[config.mk]
export PLATFORM = sky130hd
export DESIGN_NAME = tt_um_jleugeri_ttt_host_driver
export DESIGN_NICKNAME = d
export VERILOG_FILES = /design/src/rtl/tt_um_jleugeri_ttt_pkg.sv /design/src/rtl/tt_um_jleugeri_ttt_event_fifo.sv /design/src/rtl/tt_um_jleugeri_ttt_host_driver.sv
export SDC_FILE = /design/constraint.sdc
export NUM_CORES = 1
export LEC_CHECK = 0
export CAP_MARGIN = 0
export CORE_UTILIZATION = 57
export CTS_CLUSTER_SIZE = 12
export DETAILED_ROUTE_END_ITERATION = 6
export HOLD_SLACK_MARGIN = 0.02
export MAX_ROUTING_LAYER = met4
export PLACE_DENSITY = 0.85
export SLEW_MARGIN = 25
export SYNTH_ARGS = -nofsm -noshare
export SYNTH_HDL_FRONTEND = slang
export SYNTH_HIERARCHICAL = 1
export SYNTH_SLANG_ARGS = --single-unit
[constraint.sdc]
create_clock -name clk -period 4.2 [get_ports clk]
set_input_delay 0.84 -clock clk [delete_from_list [all_inputs] [get_ports clk]]
set_output_delay 0.84 -clock clk [all_outputs]
set_load 0.03 [all_outputs]
[src/rtl/tt_um_jleugeri_ttt_pkg.sv]
// Shared definitions for the TTT main controller and its host-side driver:
// instruction opcodes, controller stage encoding, start/stop token encodings.
package tt_um_jleugeri_ttt_pkg;

  localparam logic [3:0] INSTR_BLOCK   = 4'b0000;
  localparam logic [3:0] INSTR_READ    = 4'b0001;
  localparam logic [3:0] INSTR_ADVANCE = 4'b0010;

  localparam logic [1:0] SS_START = 2'b10;
  localparam logic [1:0] SS_STOP  = 2'b01;

  typedef enum logic [1:0] {
    STAGE_INPUT  = 2'b00,
    STAGE_UPDATE = 2'b01,
    STAGE_SCAN   = 2'b10,
    STAGE_ROUTE  = 2'b11
  } stage_t;

  typedef enum logic [1:0] {
    StFeed,
    StAdvance,
    StWaitLeave,
    StRun
  } drv_state_t;

endpackage

[src/rtl/tt_um_jleugeri_ttt_event_fifo.sv]
// Synchronous FIFO with extra-wrap-bit pointers; a push while full (and not popping)
// is dropped and raises a sticky overflow flag.
module tt_um_jleugeri_ttt_event_fifo #(
  parameter int unsigned Width = 6,
  parameter int unsigned Depth = 8
) (
  input  logic             clk,
  input  logic             reset_n,
  input  logic             i_push,
  input  logic [Width-1:0] i_data,
  input  logic             i_pop,
  output logic [Width-1:0] o_data,
  output logic             o_empty,
  output logic             o_overflow
);

  localparam int unsigned AW = $clog2(Depth);

  logic [Width-1:0] r_mem [Depth];
  logic [AW:0]      r_wr_ptr;
  logic [AW:0]      r_rd_ptr;
  logic             r_overflow;
  logic             w_full;
  logic             w_do_pop;
  logic             w_do_push;

  assign o_empty   = (r_wr_ptr == r_rd_ptr);
  assign w_full    = (r_wr_ptr[AW] != r_rd_ptr[AW]) && (r_wr_ptr[AW-1:0] == r_rd_ptr[AW-1:0]);
  assign w_do_pop  = i_pop && !o_empty;
  // A pop in the same cycle frees the slot the push needs.
  assign w_do_push = i_push && (!w_full || w_do_pop);

  always_ff @(posedge clk or negedge reset_n) begin
    if (!reset_n) begin
      r_wr_ptr   <= '0;
      r_rd_ptr   <= '0;
      r_overflow <= 1'b0;
    end else begin
      if (w_do_push) r_wr_ptr <= r_wr_ptr + (AW + 1)'(1);
      if (w_do_pop)  r_rd_ptr <= r_rd_ptr + (AW + 1)'(1);
      if (i_push && !w_do_push) r_overflow <= 1'b1;
    end
  end

  always_ff @(posedge clk) begin
    if (w_do_push) r_mem[r_wr_ptr[AW-1:0]] <= i_data;
  end

  assign o_data     = r_mem[r_rd_ptr[AW-1:0]];
  assign o_overflow = r_overflow;

endmodule

[src/rtl/tt_um_jleugeri_ttt_host_driver.sv]
// Host-side driver for the TTT main controller: turns a ready/valid event stream into
// read/advance instructions, follows the controller stage and buffers emitted tokens.
module tt_um_jleugeri_ttt_host_driver
  import tt_um_jleugeri_ttt_pkg::*;
#(
  parameter int unsigned NUM_PROCESSORS = 10,
  parameter int unsigned NEW_TOKEN_BITS = 4,
  parameter int unsigned OUT_DEPTH      = 8,
  parameter int unsigned TS_BITS        = 16
) (
  input  logic                                    clk,
  input  logic                                    reset_n,
  input  logic                                    ev_valid,
  output logic                                    ev_ready,
  input  logic [$clog2(NUM_PROCESSORS)-1:0]       ev_processor_id,
  input  logic signed [NEW_TOKEN_BITS-1:0]        ev_good,
  input  logic signed [NEW_TOKEN_BITS-1:0]        ev_bad,
  input  logic                                    ev_nop,
  input  logic                                    ev_last,
  output logic [3:0]                              instruction,
  output logic [$clog2(NUM_PROCESSORS+1)-1:0]     processor_id,
  output logic signed [NEW_TOKEN_BITS-1:0]        good_tokens,
  output logic signed [NEW_TOKEN_BITS-1:0]        bad_tokens,
  input  logic [1:0]                              stage,
  input  logic [$clog2(NUM_PROCESSORS)-1:0]       proc_id_in,
  input  logic [1:0]                              startstop_in,
  input  logic                                    valid_in,
  output logic                                    out_valid,
  input  logic                                    out_ready,
  output logic [$clog2(NUM_PROCESSORS)-1:0]       out_processor_id,
  output logic [1:0]                              out_startstop,
  output logic                                    step_done,
  output logic [TS_BITS-1:0]                      timestep,
  output logic                                    overflow
);

  localparam int unsigned PidW = $clog2(NUM_PROCESSORS);
  localparam int unsigned PinW = $clog2(NUM_PROCESSORS + 1);

  drv_state_t                 r_state, w_state_d;
  logic [3:0]                 r_instr, w_instr_d;
  logic [PinW-1:0]            r_proc_id, w_proc_id_d;
  logic [NEW_TOKEN_BITS-1:0]  r_good, w_good_d;
  logic [NEW_TOKEN_BITS-1:0]  r_bad, w_bad_d;
  logic                       r_ev_ready, w_ev_ready_d;
  logic [1:0]                 r_wait_cnt, w_wait_cnt_d;
  logic                       r_retried, w_retried_d;
  logic                       r_step_done, w_step_done_d;
  logic [TS_BITS-1:0]         r_timestep, w_timestep_d;
  stage_t                     w_stage;
  logic                       w_accept;
  logic                       w_push;
  logic                       w_fifo_empty;
  logic [PidW+1:0]            w_fifo_data;

  assign w_stage  = stage_t'(stage);
  assign w_accept = ev_valid && r_ev_ready && (r_state == StFeed);
  assign w_push   = (r_state == StRun) && valid_in;

  always_comb begin
    w_state_d     = r_state;
    w_instr_d     = INSTR_BLOCK;
    w_proc_id_d   = r_proc_id;
    w_good_d      = r_good;
    w_bad_d       = r_bad;
    w_wait_cnt_d  = r_wait_cnt;
    w_retried_d   = r_retried;
    w_step_done_d = 1'b0;
    w_timestep_d  = r_timestep;

    unique case (r_state)
      StFeed: begin
        if (w_accept) begin
          if (!ev_nop) begin
            w_instr_d   = INSTR_READ;
            w_proc_id_d = PinW'(ev_processor_id);
            w_good_d    = ev_good;
            w_bad_d     = ev_bad;
          end
          if (ev_last) begin
            w_state_d   = StAdvance;
            w_retried_d = 1'b0;
          end
        end
      end
      StAdvance: begin
        w_instr_d    = INSTR_ADVANCE;
        w_state_d    = StWaitLeave;
        w_wait_cnt_d = '0;
      end
      StWaitLeave: begin
        if (w_stage != STAGE_INPUT) begin
          w_state_d = StRun;
        end else if (r_wait_cnt == 2'd3) begin
          // The controller never left the input stage: assume the advance edge was lost
          // and repeat it a single time.
          w_wait_cnt_d = '0;
          if (!r_retried) begin
            w_state_d   = StAdvance;
            w_retried_d = 1'b1;
          end
        end else begin
          w_wait_cnt_d = r_wait_cnt + 2'd1;
        end
      end
      StRun: begin
        if (w_stage == STAGE_INPUT) begin
          w_state_d     = StFeed;
          w_step_done_d = 1'b1;
          w_timestep_d  = r_timestep + TS_BITS'(1);
        end
      end
      default: w_state_d = StFeed;
    endcase

    w_ev_ready_d = (w_state_d == StFeed);
  end

  always_ff @(posedge clk or negedge reset_n) begin
    if (!reset_n) begin
      r_state     <= StFeed;
      r_instr     <= INSTR_BLOCK;
      r_proc_id   <= '0;
      r_good      <= '0;
      r_bad       <= '0;
      r_ev_ready  <= 1'b0;
      r_wait_cnt  <= '0;
      r_retried   <= 1'b0;
      r_step_done <= 1'b0;
      r_timestep  <= '0;
    end else begin
      r_state     <= w_state_d;
      r_instr     <= w_instr_d;
      r_proc_id   <= w_proc_id_d;
      r_good      <= w_good_d;
      r_bad       <= w_bad_d;
      r_ev_ready  <= w_ev_ready_d;
      r_wait_cnt  <= w_wait_cnt_d;
      r_retried   <= w_retried_d;
      r_step_done <= w_step_done_d;
      r_timestep  <= w_timestep_d;
    end
  end

  tt_um_jleugeri_ttt_event_fifo #(
    .Width (PidW + 2),
    .Depth (OUT_DEPTH)
  ) u_event_fifo (
    .clk        (clk),
    .reset_n    (reset_n),
    .i_push     (w_push),
    .i_data     ({proc_id_in, startstop_in}),
    .i_pop      (out_ready),
    .o_data     (w_fifo_data),
    .o_empty    (w_fifo_empty),
    .o_overflow (overflow)
  );

  assign ev_ready         = r_ev_ready;
  assign instruction      = r_instr;
  assign processor_id     = r_proc_id;
  assign good_tokens      = r_good;
  assign bad_tokens       = r_bad;
  assign step_done        = r_step_done;
  assign timestep         = r_timestep;
  assign out_valid        = !w_fifo_empty;
  assign out_processor_id = w_fifo_data[PidW+1:2];
  assign out_startstop    = w_fifo_data[1:0];

endmodule

==> results by group <==
Run status
  – Outcome: complete, no violations

Route
  – Total Wirelength: 7.122 mm
  – Vias after detailed routing: 2321
  – Via/cell ratio: 5.410
  – Post-DRT Antenna Nets: 0
  – Residual DRC count: 0
  – Initial DRT Pass Iterations: 4
  – Wire per inst: 16.60 um
  – DRC marker count from the first detailed-route iteration: 117

Floorplan
  – Core area: 6832 um2
  – Initial core utilization: 0.5927
  – I/O pin total: 69
  – Full die area: 7444 um2
  – Die height: 86.28 um
  – Chip width: 86.28 um
  – Core Rows: 30

Clock tree
  – CTS tree: yes
  – Worst-path clk slew: 0.08 ns
  – Resized cells post-CTS: 0
  – CTS sink cnt: 94
  – Post-CTS Setup Bufs: 0
  – Hold_buf cts: 0
  – Clock Tree Root: clkbuf_8
  – Clock Tree Buf Depth: 2
  – Worst-Skew Late Latency: 0.35 ns
  – H-tree depth: 3
  – Num CTS Buffers: 9

Logic synthesis
  – Primary FF master, synth: edfxtp_1
  – FF+latch count, synth: 94
  – Distinct cell type count after synthesis: 45
  – Synth warn: 6
  – Mapped Cells: 259
  – Top-area cell type share of the netlist area: 0.3560
  – Top cells by area, synth: edfxtp_1, dfrtp_1, mux4_2, xnor2_1, mux2_4
  – Post-synth ARST share: 0.4894
  – EDFF count, synth: 48
  – Seq/Total Area, Yosys: 0.6403
  – Avg Cell Area, Syn: 15.63 um2
  – Mapped Area: 4049 um2
  – Area leader, netlist: edfxtp_1

STA
  – Worst slew pin tran: 0.8296 ns
  – Clk_skew: 0.01020 ns
  – Max Clk Rate: 289.0 MHz
  – Final min period: 3.460 ns
  – Final hold viol count: 0
  – Relative slew slack: 0.4423
  – Setup TNS: 0 ns
  – RSZ-0062 raised after global routing: no
  – Pins over their slew limit: 0
  – Final Setup Violations: 0
  – Fin crit share: 0.8239

Placed design
  – Hpwl dp: 5.001 mm
  – Placer Congestion: 0.7305
  – Inst Count DP: 413
  – I/O Buffers: 66

Pwr
  – Pwr dens: 661.4 nW/um2
  – Total Power: 0.003300 W
  – Pleak: 1.876 nW
  – VDD IR max: 0.4316 mV

Critical path
  – Reg2reg start: u_event_fifo/r_rd_ptr[0]
  – Crit. End Element: output pin
  – Crit start category: register
  – Crit path DAT: 2.62 ns
  – CP Data Required Time: 3.36 ns
  – Critical path type: reg -> out
  – CP Max Fanout: 10
  – Critical path launch point: u_event_fifo/r_rd_ptr[0]

Worst hold path
  – Worst min path class: reg -> reg
  – Worst Min Path Start: timestep[15]

Layout
  – Final non-filler cell total: 429
  – Diodes inserted: 0
  – Synth-to-Final Area Change: 23.21%
  – NumNets Final: 359
  – Share of cells above drive strength 1: 0.1922
  – Fillcell total: 455

Global routing
  – Initial antenna violation count: 0
  – Number of global-route vias before repair: 2321
  – First-pass GRT wire length: 11.49 mm
  – Global route overflow: 0
  – Total track usage: 0.2166
  – Largest net degree at the start of global routing: 47

Run
  – Max_cap viols: 0
-- synthesized netlist by cell type, types with 2 or more instances --
cell	n
mux4_2	12
edfxtp_1	48
nand2b_1	3
a21o_1	2
buf_6	4
inv_1	5
xnor2_1	22
nand4_1	7
o21ai_0	4
nor3_2	2
xor2_1	2
mux2_2	11
buf_2	5
dfrtp_1	46
nand3_1	8
buf_4	3
nor2_2	3
nand2_1	18
nor3_1	4
a22o_1	3
ha_1	4
o21a_1	2
nor2_1	10
mux2_4	9
nor2_4	2
-- report_power, final --
| group | internal [W] | switching, W | leakage (nW) | total (W) |
|---|---|---|---|---|
| registers | 0.00115 | 0.000232 | 1.02 | 0.00138 |
| clock network | 0.000396 | 0.000283 | 0.115 | 0.000678 |
| logic | 0.000628 | 0.000612 | 0.740 | 0.00124 |
-- kinds of logic (layout without fill, tap and decap cells) --
logic type,Yosys count,after routing,synth area share
AOI/OAI and AO/OA,18,18,0.03461
xor gates and xnor gates,24,24,0.05192
adders and majority gates,4,4,0.01236
buffers and inverters,19,92,0.03337
DFF,94,94,0.6403
muxes,32,32,0.1307
other,1,2,0.0009262
and+or+nand+nor,67,67,0.09580
-- critical path: stages (launching register included) --
cell and delay, ns:
dfrtp_1 0.59, buf_4 0.29, mux4_2 0.51, mux2_2 0.29, clkdlybuf4s50_1 0.60
-- final timing paths --
kind                       depth (start not counted)  slack (ns)                       end
setup / recovery                                   4        0.74          out_startstop[0]
hold / removal                                     1        0.48              timestep[15]
setup reg to reg                                   7        1.78  u_event_fifo/r_mem[5][0]
hold reg to reg                                    1        0.48              timestep[15]
max in group asynchronous                          1        3.31  u_event_fifo/r_wr_ptr[2]
min in group asynchronous                          1        0.49              timestep[12]
-- per-layer routing --
metal,wire length [um],vias up,global-route usage
met4,170,0,0.1061
li1,-,1081,-
met1,3242,1156,0.2940
met2,3440,64,0.3211
met5,0,-,-
met3,268,20,0.03714
-- sequential cells by signal (all words and copies together) (netlist names), 2 cells and up --
| name | flops |
|---|---|
| r_state | 2 |
| u_event_fifo/r_wr_ptr | 4 |
| u_event_fifo/r_mem | 48 |
| processor_id | 4 |
| u_event_fifo/r_rd_ptr | 4 |
| good_tokens | 4 |
| instruction | 2 |
| r_wait_cnt | 2 |
| bad_tokens | 4 |
| timestep | 16 |
-- stage by stage --
stage          setup WS, ns  hold slack [ns]    util  cell area, um2
6_report             0.7396           0.4758  0.7302            4989
5_1_grt              0.5690           0.5108  0.7302            4989
4_1_cts              0.6827           0.4856  0.7299            4986
3_5_place_dp          1.075           0.4746  0.6962            4756
3_3_place_gp          1.102           0.4598  0.6962            4756
2_1_floorplan         1.834           0.4808       -            4053
-- placed cells by master, fill, tap and decap left out, drive strengths merged, types with 2 or more instances in the layout --
| master | instances |
|---|---|
| a21o | 2 |
| a22o | 3 |
| buf | 6 |
| bufinv | 3 |
| clkbuf | 12 |
| clkdlybuf4s50 | 65 |
| conb | 2 |
| dfrtp | 46 |
| edfxtp | 48 |
| ha | 4 |
| inv | 5 |
| mux2 | 20 |
| mux4 | 12 |
| nand2 | 18 |
| nand2b | 3 |
| nand3 | 9 |
| nand4 | 7 |
| nor2 | 15 |
| nor3 | 6 |
| o21a | 2 |
| o21ai | 5 |
| o311ai | 3 |
| xnor2 | 22 |
| xor2 | 2 |
-- cell type report --
type | count | area [um2] | area share
multi-input cells | 147 | 1331 | 0.2669
clock buffers | 12 | 135.1 | 0.02709
clock inverters | 4 | 95.09 | 0.01906
repair buffers | 71 | 695.7 | 0.1395
inverters | 5 | 18.77 | 0.003762
well taps | 96 | 120.1 | 0.02408
flip-flops and latches | 94 | 2592 | 0.5197
Note: power is estimated with default switching activity, not from simulation.
